[config.mk]
export PLATFORM = sky130hd
export DESIGN_NAME = pulse_burst_gen_flat
export DESIGN_NICKNAME = d
export VERILOG_FILES = /design/src/rtl/pulse_burst_gen_pkg.sv /design/src/rtl/pulse_burst_gen_if.sv /design/src/rtl/pulse_burst_gen_period_timer.sv /design/src/rtl/pulse_burst_gen.sv /design/src/flat_wrapper.sv
export SDC_FILE = /design/constraint.sdc
export NUM_CORES = 1
export LEC_CHECK = 0
export ABC_AREA = 1
export CAP_MARGIN = 5
export CORE_ASPECT_RATIO = 0.9
export CORE_MARGIN = 2
export CORE_UTILIZATION = 60
export DETAILED_ROUTE_END_ITERATION = 12
export HOLD_SLACK_MARGIN = 0.03
export PLACE_DENSITY = 0.85
export SYNTH_ARGS = -nofsm -noshare
export SYNTH_HDL_FRONTEND = slang
export SYNTH_SLANG_ARGS = --single-unit
[constraint.sdc]
create_clock -name clk -period 3.2 [get_ports clk]
set_clock_uncertainty 0.15 [all_clocks]
set_input_delay 0.48 -clock clk [delete_from_list [all_inputs] [get_ports clk]]
set_output_delay 0.48 -clock clk [all_outputs]
set_load 0.01 [all_outputs]
[src/rtl/pulse_burst_gen_pkg.sv]
// Shared definitions for the pulse generator and its companion pulse counter:
// FSM state encoding, minimum pulse spacing and default field widths.
package pulse_pkg;

    localparam int DEF_PERIOD_WIDTH = 16;
    localparam int DEF_COUNT_WIDTH  = 8;
    localparam int MIN_PERIOD       = 2;

    typedef enum logic [1:0] {
        IDLE = 2'd0,
        RUN  = 2'd1,
        FIN  = 2'd2
    } pulse_state_e;

endpackage

[src/rtl/pulse_burst_gen_if.sv]
// Request/status bundle of the pulse burst generator; the master side issues
// bursts, the slave side (the generator) produces the pulse train and status.
interface pulse_burst_gen_if
    import pulse_pkg::*;
#(
    parameter int PERIOD_WIDTH = DEF_PERIOD_WIDTH,
    parameter int COUNT_WIDTH  = DEF_COUNT_WIDTH
) ();

    logic                    start;
    logic                    stop;
    logic [PERIOD_WIDTH-1:0] period;
    logic [COUNT_WIDTH-1:0]  burst_len;
    logic                    pulse_out;
    logic                    busy;
    logic                    done;
    logic [COUNT_WIDTH-1:0]  pulses_sent;

    modport master (
        output start, stop, period, burst_len,
        input  pulse_out, busy, done, pulses_sent
    );

    modport slave (
        input  start, stop, period, burst_len,
        output pulse_out, busy, done, pulses_sent
    );

endinterface

[src/rtl/pulse_burst_gen_period_timer.sv]
// Loadable down-counter that spaces the pulses; expire_o flags the terminal
// count of zero, where the counter parks instead of wrapping.
module pulse_period_timer
    import pulse_pkg::*;
#(
    parameter int WIDTH = DEF_PERIOD_WIDTH
) (
    input  logic             clk,
    input  logic             rst_n,
    input  logic             load_i,
    input  logic [WIDTH-1:0] load_value_i,
    output logic             expire_o
);

    logic [WIDTH-1:0] count_q;

    always_ff @(posedge clk or negedge rst_n) begin
        if (!rst_n) begin
            count_q <= '0;
        end else if (load_i) begin
            count_q <= load_value_i;
        end else if (count_q != '0) begin
            count_q <= count_q - 1'b1;
        end
    end

    assign expire_o = (count_q == '0);

endmodule

[src/rtl/pulse_burst_gen.sv]
// Programmable pulse-train generator: burst_len one-cycle pulses spaced
// max(period,2) clocks apart. Define PULSE_GEN_CONT_EN for continuous mode.
module pulse_burst_gen
    import pulse_pkg::*;
#(
    parameter int PERIOD_WIDTH = DEF_PERIOD_WIDTH,
    parameter int COUNT_WIDTH  = DEF_COUNT_WIDTH
) (
    input  logic             clk,
    input  logic             rst_n,
    pulse_burst_gen_if.slave bus
);

    localparam logic [PERIOD_WIDTH-1:0] MinPeriod = PERIOD_WIDTH'(MIN_PERIOD);

    pulse_state_e            state_q;
    logic                    pulseOut_q;
    logic                    busy_q;
    logic                    done_q;
    logic [COUNT_WIDTH-1:0]  sent_q;
    logic [COUNT_WIDTH-1:0]  sent_d;
    logic [COUNT_WIDTH-1:0]  burstLen_q;
    logic [PERIOD_WIDTH-1:0] periodEff_q;
    logic [PERIOD_WIDTH-1:0] periodEff_d;
    logic [PERIOD_WIDTH-1:0] timerLoadValue;
    logic                    timerLoad;
    logic                    timerExpire;
    logic                    lastPulse;
`ifdef PULSE_GEN_CONT_EN
    logic                    cont_q;
`endif

    assign periodEff_d = (bus.period < MinPeriod) ? MinPeriod : bus.period;
    assign sent_d      = (sent_q == '1) ? sent_q : sent_q + 1'b1;

`ifdef PULSE_GEN_CONT_EN
    assign lastPulse = !cont_q && (sent_d == burstLen_q);
`else
    assign lastPulse = (sent_d == burstLen_q);
`endif

    // Reloaded during each pulse cycle, so it reaches zero Peff-1 cycles later
    // and the next registered pulse lands exactly Peff cycles after this one.
    assign timerLoad      = (state_q == RUN) && pulseOut_q;
    assign timerLoadValue = periodEff_q - MinPeriod;

    pulse_period_timer #(
        .WIDTH (PERIOD_WIDTH)
    ) uTimer (
        .clk          (clk),
        .rst_n        (rst_n),
        .load_i       (timerLoad),
        .load_value_i (timerLoadValue),
        .expire_o     (timerExpire)
    );

    always_ff @(posedge clk or negedge rst_n) begin
        if (!rst_n) begin
            state_q     <= IDLE;
            pulseOut_q  <= 1'b0;
            busy_q      <= 1'b0;
            done_q      <= 1'b0;
            sent_q      <= '0;
            burstLen_q  <= '0;
            periodEff_q <= '0;
`ifdef PULSE_GEN_CONT_EN
            cont_q      <= 1'b0;
`endif
        end else begin
            pulseOut_q <= 1'b0;
            done_q     <= 1'b0;
            case (state_q)
                IDLE: begin
                    if (bus.start && !bus.stop) begin
                        periodEff_q <= periodEff_d;
                        burstLen_q  <= bus.burst_len;
                        sent_q      <= '0;
                        if (bus.burst_len != '0) begin
                            state_q    <= RUN;
                            busy_q     <= 1'b1;
                            pulseOut_q <= 1'b1;
`ifdef PULSE_GEN_CONT_EN
                            cont_q     <= 1'b0;
`endif
                        end
`ifdef PULSE_GEN_CONT_EN
                        else begin
                            state_q    <= RUN;
                            busy_q     <= 1'b1;
                            pulseOut_q <= 1'b1;
                            cont_q     <= 1'b1;
                        end
`else
                        else begin
                            state_q <= FIN;
                            done_q  <= 1'b1;
                        end
`endif
                    end
                end
                RUN: begin
                    // A pulse already on the output is counted even when aborted.
                    if (pulseOut_q) begin
                        sent_q <= sent_d;
                    end
                    if (bus.stop) begin
                        state_q <= IDLE;
                        busy_q  <= 1'b0;
`ifdef PULSE_GEN_CONT_EN
                        cont_q  <= 1'b0;
`endif
                    end else if (pulseOut_q && lastPulse) begin
                        state_q <= FIN;
                        busy_q  <= 1'b0;
                        done_q  <= 1'b1;
                    end else if (!pulseOut_q && timerExpire) begin
                        pulseOut_q <= 1'b1;
                    end
                end
                FIN: begin
                    state_q <= IDLE;
                end
                default: begin
                    state_q <= IDLE;
                    busy_q  <= 1'b0;
                end
            endcase
        end
    end

    assign bus.pulse_out   = pulseOut_q;
    assign bus.busy        = busy_q;
    assign bus.done        = done_q;
    assign bus.pulses_sent = sent_q;

endmodule

[src/flat_wrapper.sv]
// flat-port wrapper written by rule: the top's interface ports become plain ports
module pulse_burst_gen_flat import pulse_pkg::*;
#(
    parameter int PERIOD_WIDTH = DEF_PERIOD_WIDTH,
    parameter int COUNT_WIDTH  = DEF_COUNT_WIDTH
)
  (clk, rst_n, bus_start, bus_stop, bus_period, bus_burst_len, bus_pulse_out, bus_busy, bus_done, bus_pulses_sent);
  pulse_burst_gen_if #(.PERIOD_WIDTH(PERIOD_WIDTH), .COUNT_WIDTH(COUNT_WIDTH)) bus_i ();
  input  logic clk;
  input  logic rst_n;
  input wire logic [$bits(bus_i.start)-1:0] bus_start;
  input wire logic [$bits(bus_i.stop)-1:0] bus_stop;
  input wire logic [$bits(bus_i.period)-1:0] bus_period;
  input wire logic [$bits(bus_i.burst_len)-1:0] bus_burst_len;
  output wire logic [$bits(bus_i.pulse_out)-1:0] bus_pulse_out;
  output wire logic [$bits(bus_i.busy)-1:0] bus_busy;
  output wire logic [$bits(bus_i.done)-1:0] bus_done;
  output wire logic [$bits(bus_i.pulses_sent)-1:0] bus_pulses_sent;
  assign bus_i.start = bus_start;
  assign bus_i.stop = bus_stop;
  assign bus_i.period = bus_period;
  assign bus_i.burst_len = bus_burst_len;
  assign bus_pulse_out = bus_i.pulse_out;
  assign bus_busy = bus_i.busy;
  assign bus_done = bus_i.done;
  assign bus_pulses_sent = bus_i.pulses_sent;
  pulse_burst_gen #(.PERIOD_WIDTH(PERIOD_WIDTH), .COUNT_WIDTH(COUNT_WIDTH)) u_core (.clk(clk), .rst_n(rst_n), .bus(bus_i));
endmodule
==> results by group <==
STA
  – Final Worst Setup Slack: 865.9 ps
  – Unrepaired setup endpoints after global routing: no
  – Worst-Margin Slew: 511.2 ps
  – Setup TNS: 0 ps
  – Final setup violation count: 0
  – Tcrit/Tclk final: 72.94%
  – Final Hold Vio Count: 0
  – Slew headroom: 65.88%
  – Max Slew Vio Count: 0
  – Achievable Freq: 428.4 MHz
  – Min cycle time layout: 2334 ps
  – Min Hold Slack: 340.6 ps

Synthesis
  – Post-synth ARST share: 100.0%
  – Mean area per synthesized cell: 7.308 µm²
  – Netlist cell types: 31
  – Yosys reg bits: 53
  – Cells after Synth: 427
  – Ys Warns: 0
  – Post-synthesis sequential area ratio: 42.50%
  – Main synth FF type: dfrtp_1
  – Post-synth EDFFs: 0
  – Mapped Nets: 458
  – Mapped Area: 3120 µm²

Hold path
  – WHS Endpoint: u_core.bus.busy
  – Hold path depth: 2
  – Hold wc startpoint: u_core.bus.busy
  – Worst hold path class: reg2reg

Critical path
  – CP Launch Type: register
  – Crit path top cell by count: nand2_1
  – Crit Path Max Fanout: 8
  – Setup crit end kind: register
  – R2R Path End: u_core.uTimer.count_q[1]
  – R2R setup slack: 870 ps
  – CP required: 3270 ps
  – Slowest CP cell: dfrtp_1
  – Slowest stage delay, CP: 380 ps
  – CP Data Arrival Time: 2410 ps
  – R2r startpoint: u_core.uTimer.count_q[0]
  – FF-to-FF path depth: 12
  – CP cell instances: inv_1 > ha_1 > inv_1 > nor2_1 > nand2_1 > nor4_2 > nand2_1 > nor2_1 > nand2_1 > inv_2 > a22oi_1 > o31ai_1
  – Critical path class: reg2reg

Die
  – Core Area: 4925 µm²
  – DIE WIDTH: 80.02 µm
  – I/O pin cnt: 39
  – Initial core utilization: 63.36%
  – Die Area: 5794 µm²
  – Rows: 24
  – Chip height: 72.42 µm

Clock tree
  – H-tree Lvls: 2
  – CTS Buffer Depth: 2
  – Total CTS buffers: 5
  – Later-pin clock latency in the skew report: 310 ps
  – Total setup buffers inserted after CTS: 0
  – Root buf cell: clkbuf_8
  – CTS tree: done
  – CTS Sinks: 53
  – Resize count post-CTS: 0
  – Clk slew on worst S/H paths: 100 ps

Place
  – Setup WS pre-CTS: 918.3 ps
  – Post-DP HPWL: 5.442 mm
  – Global placement routability congestion: 0.9019
  – # port buffers: 38
  – Cell area after placement: 3558 µm²

Flow run
  – Max-cap violations: 0

Final layout
  – Area Growth Syn to Fin: 17.24%
  – Layout cells sized above 1: 6.197%
  – Layout Utilization: 74.29%
  – ANT cells: 0
  – Final instance area: 3659 µm²
  – Final #Nets: 498

Route
  – Drt first pass iters: 6
  – DR vias: 2903
  – Vias per cell: 5.447
  – Final ANT Viol Nets: 0
  – Drt total wl: 7.188 mm
  – DR WL/cell: 13.49 µm
  – DRC Markers: 0
  – Iteration-0 DRC Markers: 326

Global route
  – Global-route wire length before repair: 12.10 mm
  – GRT Total Usage: 26.75%
  – Largest net degree at the start of global routing: 33
  – Antenna violations before repair: 0
  – Global route overflow: 0
  – Number of global-route vias before repair: 2556

Status
  – Outcome: complete, no violations

Power and ir drop
  – Maximum VDD drop: 0.3925 mV
  – PD cells: 598.8 nW/µm²
  – Reported leakage power: 1.753 nW
metrics by stage:
| stage | std cells | power (mW) |
|---|---|---|
| finish | 533 | 2.191 |
| global route | 533 | 2.355 |
| CTS | 533 | 2.177 |
| detailed placement | 524 | 1.791 |
| global placement | 524 | 1.757 |
| floorplan | 427 | 1.558 |
layout make-up:
type	instances	area [µm²]
multi-input cells	304	1524
flip-flops and latches	53	1326
fillers	405	1266
repair buffers	42	407.9
inverters	61	229.0
well taps	65	81.33
clock buffers	5	68.82
clock inverters	3	21.27
cell usage in the layout, fill, tap and decap left out, drive strengths merged, types with 2 or more instances in the layout:
master / count
xor2: 13
clkbuf: 5
nor4: 5
ha: 3
nand4: 8
buf: 4
o21ai: 38
nand2: 113
a22oi: 2
o31ai: 2
inv: 62
o22ai: 2
dfrtp: 53
nand3: 36
nor2: 50
clkdlybuf4s50: 37
or2: 2
nor3: 5
a21oi: 10
xnor2: 11
critical path, delay by kind of cell, from the launching register on:
| kind | cells | cell delay (ps) |
|---|---|---|
| and+or+nand+nor | 6 | 1050 |
| adders and majority gates | 1 | 180 |
| buffers and inverters | 3 | 310 |
| AOI/OAI and AO/OA | 2 | 170 |
| DFF | 1 | 380 |
power breakdown:
part / switching [mW] / internal (mW) / leakage [nW]
Sequential: 0.183 / 0.859 / 0.662
Clock: 0.234 / 0.156 / 0.0445
Combinational: 0.433 / 0.326 / 1.05
Total: 0.850 / 1.34 / 1.75
synth_stat cells (2+ instances only):
cell type	number	area share [%]
xor2_1	13	3.6
a22oi_1	2	0.48
nand2_2	7	1.4
o31ai_1	2	0.48
o21ai_0	35	5.6
xnor2_1	11	3.1
nand2_1	106	13
nor3_1	4	0.64
nand4_1	8	1.6
inv_1	57	6.9
a21oi_1	10	1.6
or2_1	2	0.40
dfrtp_1	53	43
inv_2	4	0.48
o22ai_1	2	0.40
o21ai_1	2	0.32
nor2_1	48	5.8
nand3_1	35	5.6
nor2_4	2	0.72
clkbuf_1	8	0.96
nor4_1	4	0.80
ha_1	3	1.2
routing by layer:
| layer | GRT usage [%] | share of wire (%) | vias up |
|---|---|---|---|
| met5 | 0 | 0 | - |
| met4 | 4.520 | 0.56 | 0 |
| met3 | 5.100 | 7.4 | 5 |
| met2 | 38.33 | 43 | 124 |
| met1 | 42.89 | 49 | 1326 |
| li1 | - | - | 1448 |
worst max path at each step:
stage / end / cells past startpoint / startpoint / slack, ps
floorplan: u_core.bus.busy / 15 / u_core.bus.pulses_sent[1] / 1190
global placement: u_core.bus.busy / 14 / u_core.bus.pulses_sent[1] / 950
detailed placement: u_core.bus.busy / 14 / u_core.bus.pulses_sent[1] / 920
CTS: u_core.bus.busy / 14 / u_core.bus.pulses_sent[1] / 900
global route: u_core.uTimer.count_q[1] / 12 / u_core.uTimer.count_q[0] / 570
finish: u_core.uTimer.count_q[1] / 12 / u_core.uTimer.count_q[0] / 870
sequential cells by signal, summed over array words and instances, names as in the netlist:
name,count
u_core.periodEff_q,16
u_core.uTimer.count_q,16
u_core.burstLen_q,8
u_core.bus.pulses_sent,8
u_core.state_q,2
u_core.bus.busy,1
u_core.bus.done,1
u_core.bus.pulse_out,1
kinds of logic (layout without fill, tap and decap cells):
kind of cell / after synthesis / count (layout) / share of synthesized area [%]
xor gates and xnor gates: 24 / 24 / 6.736
and+or+nand+nor: 220 / 220 / 30.95
AOI/OAI and AO/OA: 57 / 57 / 9.944
adders and majority gates: 3 / 3 / 1.203
buffers and inverters: 70 / 111 / 8.661
DFF: 53 / 53 / 42.50
repair_timing:
item,4_1_cts,5_1_grt
endpoints found under the setup margin,0,0
hold buffers,1,0
endpoints found under the hold margin,15,0
(Power assumes the default switching activity.)
